===== config.mk =====
export PLATFORM = sky130hd
export DESIGN_NAME = operand_fetch
export DESIGN_NICKNAME = d
export VERILOG_FILES = /design/src/rtl/operand_fetch.sv
export SDC_FILE = /design/constraint.sdc
export NUM_CORES = 1
export LEC_CHECK = 0
export CAP_MARGIN = 10
export CORE_MARGIN = 2
export CORE_UTILIZATION = 40
export DETAILED_ROUTE_END_ITERATION = 6
export PLACE_DENSITY = 0.8
export SYNTH_ARGS = -nofsm -noshare
export SYNTH_HDL_FRONTEND = slang
export SYNTH_SLANG_ARGS = --single-unit
export TNS_END_PERCENT = 100

===== constraint.sdc =====
create_clock -name clk -period 2.3 [get_ports clk]
set_clock_uncertainty 0.05 [all_clocks]
set_input_delay 0.46 -clock clk [delete_from_list [all_inputs] [get_ports clk]]
set_output_delay 0.46 -clock clk [all_outputs]
set_load 0.02 [all_outputs]

===== src/rtl/operand_fetch.sv =====
// Decode / operand-fetch stage: one registered output slot between the instruction
// source and the ALU, with same-edge write-back bypass and hold-time operand coherence.
module operand_fetch #(
    parameter int unsigned DATA_W  = 8,
    parameter int unsigned ADDR_W  = 4,
    parameter int unsigned INSTR_W = 16
) (
    input  logic               clk,
    input  logic               rst_n,

    input  logic               in_valid,
    output logic               in_ready,
    input  logic [INSTR_W-1:0] in_instr,

    output logic [ADDR_W-1:0]  ra,
    output logic [ADDR_W-1:0]  rb,
    input  logic [DATA_W-1:0]  read_a,
    input  logic [DATA_W-1:0]  read_b,

    input  logic               wb_we,
    input  logic [ADDR_W-1:0]  wb_wa,
    input  logic [DATA_W-1:0]  wb_wd,

    input  logic               flush,

    output logic               out_valid,
    input  logic               out_ready,
    output logic [3:0]         out_op,
    output logic [ADDR_W-1:0]  out_rd,
    output logic [DATA_W-1:0]  out_a,
    output logic [DATA_W-1:0]  out_b
);

    localparam int unsigned OpW = 4;

    logic [OpW-1:0]    in_op;
    logic [ADDR_W-1:0] in_rd;
    logic [ADDR_W-1:0] in_rs1;
    logic [ADDR_W-1:0] in_rs2;

    logic              valid_q, valid_d;
    logic [OpW-1:0]    op_q, op_d;
    logic [ADDR_W-1:0] rd_q, rd_d;
    logic [ADDR_W-1:0] rs1_q, rs1_d;
    logic [ADDR_W-1:0] rs2_q, rs2_d;
    logic [DATA_W-1:0] a_q, a_d;
    logic [DATA_W-1:0] b_q, b_d;

    logic              accept;

    assign in_op  = in_instr[INSTR_W-1 -: OpW];
    assign in_rd  = in_instr[3*ADDR_W-1 -: ADDR_W];
    assign in_rs1 = in_instr[2*ADDR_W-1 -: ADDR_W];
    assign in_rs2 = in_instr[ADDR_W-1:0];

    // Register-file read addresses follow the incoming word directly, even in reset.
    assign ra = in_rs1;
    assign rb = in_rs2;

    assign in_ready = !flush && (!valid_q || out_ready);
    assign accept   = in_valid && in_ready;

    always_comb begin
        valid_d = valid_q;
        op_d    = op_q;
        rd_d    = rd_q;
        rs1_d   = rs1_q;
        rs2_d   = rs2_q;
        a_d     = a_q;
        b_d     = b_q;

        if (flush) begin
            valid_d = 1'b0;
        end else if (accept) begin
            valid_d = 1'b1;
            op_d    = in_op;
            rd_d    = in_rd;
            rs1_d   = in_rs1;
            rs2_d   = in_rs2;
            // The reg_file write lands on this same edge, so its read data is stale.
            a_d     = (wb_we && (wb_wa == in_rs1)) ? wb_wd : read_a;
            b_d     = (wb_we && (wb_wa == in_rs2)) ? wb_wd : read_b;
        end else if (valid_q && out_ready) begin
            valid_d = 1'b0;
        end else if (valid_q) begin
            // Stalled: track write-backs to the held sources so the ALU sees fresh data.
            if (wb_we && (wb_wa == rs1_q)) a_d = wb_wd;
            if (wb_we && (wb_wa == rs2_q)) b_d = wb_wd;
        end
    end

    always_ff @(posedge clk or negedge rst_n) begin
        if (!rst_n) begin
            valid_q <= 1'b0;
            op_q    <= '0;
            rd_q    <= '0;
            rs1_q   <= '0;
            rs2_q   <= '0;
            a_q     <= '0;
            b_q     <= '0;
        end else begin
            valid_q <= valid_d;
            op_q    <= op_d;
            rd_q    <= rd_d;
            rs1_q   <= rs1_d;
            rs2_q   <= rs2_d;
            a_q     <= a_d;
            b_q     <= b_d;
        end
    end

    assign out_valid = valid_q;
    assign out_op    = op_q;
    assign out_rd    = rd_q;
    assign out_a     = a_q;
    assign out_b     = b_q;

endmodule


Word level (Yosys, flattened, before mapping) --
Index checks and enable logic that the tools add are counted.
Storage, ports and cells: register bits 33, bits of input ports 50, output and inout port bits 34, word-level logic and storage cells 43
Cells by class: eq/ne operators 5, multiplexer cells 13, bitwise logic cells 1, reductions and logical operators 17
Operators with widths (count):
- $mux W8 | 10
- $eq A4 B4 Y1 | 4
- $reduce_and A4 Y1 | 2
- $logic_and A1 B1 Y1 | 7
- $reduce_bool A2 Y1 | 3
- $mux W1 | 3
- $reduce_bool A3 Y1 | 1
- $logic_not A1 Y1 | 2
- $ne A2 B2 Y1 const B | 1
- $reduce_and A2 Y1 | 1
- $logic_or A1 B1 Y1 | 1
- $not A1 Y1 | 1

Longest topological paths before layout --
Gate-level depths: netlist (run 1).
word-level depth 6, gate-level depth with buffers 6, depth with buffers taken out 5

Least setup slack after synthesis (run 1) --
OpenSTA, ideal clock, no wires.
kind input to register, start point input out_ready, end point register b_q[0] (netlist: out_b[0]), arrival 1673 ps, slack 452 ps, cell stages on the path 6, path buffers 1, cell sequence nand2b_2 nand3b_2 a31o_1 buf_6 mux2_4 mux2_2
On the way: word-level cells in the longest chain between the ends 5, elaborated cells on any way between the ends 9, classes of those cells eq/ne (1); mux (1); reduce/logical (7)
Ends and longest elaborated chain:
- start: declaration | line 27 | input logic out_ready,
- $logic_or A1 B1 Y1 | line 60 | assign in_ready = !flush && (!valid_q || out_ready);
- $logic_and A1 B1 Y1 | line 60
- $logic_and A1 B1 Y1 | line 61 | assign accept = in_valid && in_ready;
- $ne A2 B2 Y1 (no line) / $reduce_bool A2 Y1 (equally long branches)
- $reduce_and A4 Y1 (no line)
- end signal: assignment | line 100 | b_q <= '0;
- end signal: assignment | line 108 | b_q <= b_d;
- end: declaration | line 47 | logic [DATA_W-1:0] b_q, b_d;
Several ways; a longest one is shown, not always the timed one. A chain may end at the register's enable or synchronous reset.

Worst setup path after layout (run 1) --
start point input flush, end point output in_ready
On the way: word-level cells in the longest chain between the ends 2
Ends and longest elaborated chain:
- start: declaration | line 24 | input logic flush,
- $logic_not A1 Y1 | line 60
- $logic_and A1 B1 Y1 | line 60
- end: declaration | line 12 | output logic in_ready,
Every way passes these cells.

==> summary.md, run 1 <==
| Metric | Value |
|---|---|
| Outcome | finished, final reports clean |
| Buf/Inv on CP | 3 |
| Final wirelength | 4.114 mm |
| Clk sinks | 33 |
| #FFs+latches synth | 33 |
| Boundary Pins | 84 |
| # H-tree levels | 2 |
| Site Rows | 23 |
| Utilization after layout | 68.55% |
| GP Congestion | 0.7676 |
| Drt first-iter violations | 38 |
| Pre-CTS setup slack | -157.7 ps |
| Area added between synthesis and finish | 62.36% |
| DR WL/cell | 15.18 um |
| Critical path, cell by cell | clkdlybuf4s50_1, buf_4, nor2_1, clkdlybuf4s50_1 |
| IO buf count | 83 |
| Initial antenna violation count | 0 |
| Detail Placement HPWL | 3.326 mm |
| Clk Tree Root Cell | clkbuf_8 |
| Die Area | 4855 um2 |
| Post-route insts no fill | 271 |
| Clock tree from TritonCTS | done |
| Final nets | 270 |
| Largest stage delay on the critical path | 600 ps |
| Core area | 4086 um2 |
| Min Tclk post-route | 2205 ps |
| Crit-path slowest cell | clkdlybuf4s50_1 |
| Mapped Cells | 124 |
| Mapped Area | 1725 um2 |
| Final hold vios | 0 |
| Initial core utilization | 42.22% |
| Total negative setup slack | 0 ps |
| Worst skew pair latency | 280 ps |
| RSZ-0062 raised after global routing | false |
| Critical Path Start Type | primary input |
| Ant. Diodes | 0 |
| Cell mode on critical path | clkdlybuf4s50_1 |
| Synth Area per Inst | 13.91 um2 |
| Routed Antenna Nets | 0 |
| Setup repair bufs after CTS | 0 |
| Fin worst setup slack | 95.28 ps |
| Crit. End Element | output port |
| Die span in y | 69.68 um |
| First-pass DRT Iterations | 4 |
| P_leak | 1.193 nW |
| GRT Resource Usage Total | 18.33% |
| Die W | 69.68 um |
| Inst Count DP | 263 |
| CTS clock-pin slew for the worst setup and hold paths | 70 ps |
| Worst-Margin Slew | 453.7 ps |
| Post-synth cell types | 18 |
| Relative slew slack | 69.75% |
| Critical path's top delay family | buffers and inverters |
| Final Setup Violations | 0 |
| Max Cap Viol | 0 |
| Max VDD drop | 476.7 uV |
| Post-synthesis sequential area ratio | 47.86% |
| Design Power | 1.980 mW |
| CP arrival | 1690 ps |
| Vias in the first global route | 1443 |
| Via density | 4.808 |
| Final number of max-transition violations | 0 |
| Largest net degree at the start of global routing | 34 |
| CTS Hold Buffers Added | 0 |
| Global-route wire length before repair | 7.017 mm |
| Max Fclk | 453.6 MHz |
| Gr ovfl total | 0 |
| Yosys warnings | 0 |
| Vias | 1303 |
| DR DRC count | 0 |
| Final worst path period share | 95.86% |
| CTS buffer count | 5 |
| Maximum fanout along the worst path | 2 |
| Worst Path Required | 1790 ps |
| Post-CTS resize count | 0 |
| Layout cells sized above 1 | 33.94% |
| Net count after synthesis | 174 |
| Pwr Density | 706.8 nW/um2 |
| Hold crit path type | flip-flop to flip-flop |
| WS Path Type | primary input to output port |
| Maximum buffer depth of the clock tree | 2 |
==> path summary, 6_finish.rpt <==
| check | start | endpoint | slack, ps | cells past startpoint |
|---|---|---|---|---|
| worst max-delay path | flush | in_ready | 100 | 4 |
| worst min-delay path | out_a[2]$_DFFE_PN0P_ | out_a[2]$_DFFE_PN0P_ | 460 | 1 |
| worst max register to register | out_valid$_DFFE_PN0P_ | out_a[1]$_DFFE_PN0P_ | 560 | 6 |
| worst min register to register | out_a[2]$_DFFE_PN0P_ | out_a[2]$_DFFE_PN0P_ | 460 | 1 |
| max in group asynchronous | rst_n | out_b[6]$_DFFE_PN0P_ | 1370 | 2 |
| min in group asynchronous | rst_n | out_op[1]$_DFFE_PN0P_ | 520 | 2 |
==> cell type report <==
cell class              count  area, um2
clock buffers               7      86.33
clock inverters             1      30.03
fillers                   315       1285
multi-input cells          80      813.3
flip-flops and latches     33      825.8
well taps                  50      62.56
repair buffers            100      983.4
==> metrics by stage <==
stage	hold WS, ps	cell area, um2
6_report	455.5	2801
3_5_place_dp	444.1	2685
2_1_floorplan	114.4	1725
5_1_grt	466.3	2801
3_3_place_gp	436.9	2685
4_1_cts	459.3	2801
==> cells in the mapped netlist <==
library cell	number	share of area (%)
nand2b_2	1	0.51
xnor2_1	4	2.0
mux2_1	1	0.65
mux2_2	39	25
buf_6	2	1.3
o21ai_2	2	1.0
nand2_1	2	0.44
mux2_4	8	7.0
xor2_1	12	6.1
buf_4	8	3.5
clkbuf_1	1	0.22
nor3_1	2	0.58
nor2_1	3	0.65
nand3b_2	1	0.65
dfrtp_1	33	48
a31o_1	2	1.0
nor2b_1	1	0.36
nor4_1	2	0.73
==> state kept, by name, indices dropped and copies added (netlist names) <==
| signal | flops |
|---|---|
| out_a | 8 |
| out_rd | 4 |
| rs1_q | 4 |
| out_valid | 1 |
| rs2_q | 4 |
| out_op | 4 |
| out_b | 8 |
==> layout by cell type (no fill, tap or decap), drive strengths merged <==
cell type,netlist,final
clkbuf,1,7
nor4,2,2
mux2,48,48
a31o,2,2
dfrtp,33,33
bufinv,0,1
xnor2,4,4
nor3,2,2
xor2,12,12
nor2b,1,1
buf,10,17
nand2b,1,1
clkdlybuf4s50,0,83
nand3b,1,1
nand2,2,2
o21ai,2,2
nor2,3,3
==> worst register-to-register path, cell delays in order, from the launching register on <==
cell	delay, ps
dfrtp_1	410
nand2b_2	90
nand3b_2	120
a31o_1	250
buf_12	150
mux2_1	300
mux2_2	260
==> logic make-up after synthesis <==
kind of cell,Yosys count,synth area share (%)
compound gates,4,2.031
simple gates,12,3.916
xor+xnor,16,8.122
mux,48,33.07
buf+inv,11,5.003
flops,33,47.86
==> where the power goes <==
group | internal (mW) | switching, mW
Clock | 0.353 | 0.211
Sequential | 0.689 | 0.0610
Combinational | 0.392 | 0.274
==> routing by layer <==
layer  wire, um  vias to the layer above  track usage (%)  part of all wire (%)
met5          0                        -                0                     0
met4         37                        0            3.846                  0.90
met3        278                        5            7.413                   6.8
met2       2191                       46            31.73                    53
met1       1606                      631            21.45                    39
li1           -                      621                -                     -
Note: power is estimated with default switching activity, not from simulation.
==> run 2, diff against run 1 <==
--- a/config.mk
+++ b/config.mk
@@ -5,6 +5,7 @@
 export SDC_FILE = /design/constraint.sdc
 export NUM_CORES = 1
 export LEC_CHECK = 0
+export ABC_CLOCK_PERIOD_IN_PS = 2300
 export CAP_MARGIN = 10
 export CORE_MARGIN = 2
 export CORE_UTILIZATION = 40
==> results of run 2 <==
Same layout as run 1: the final DEF is identical, and so are final timing and power.
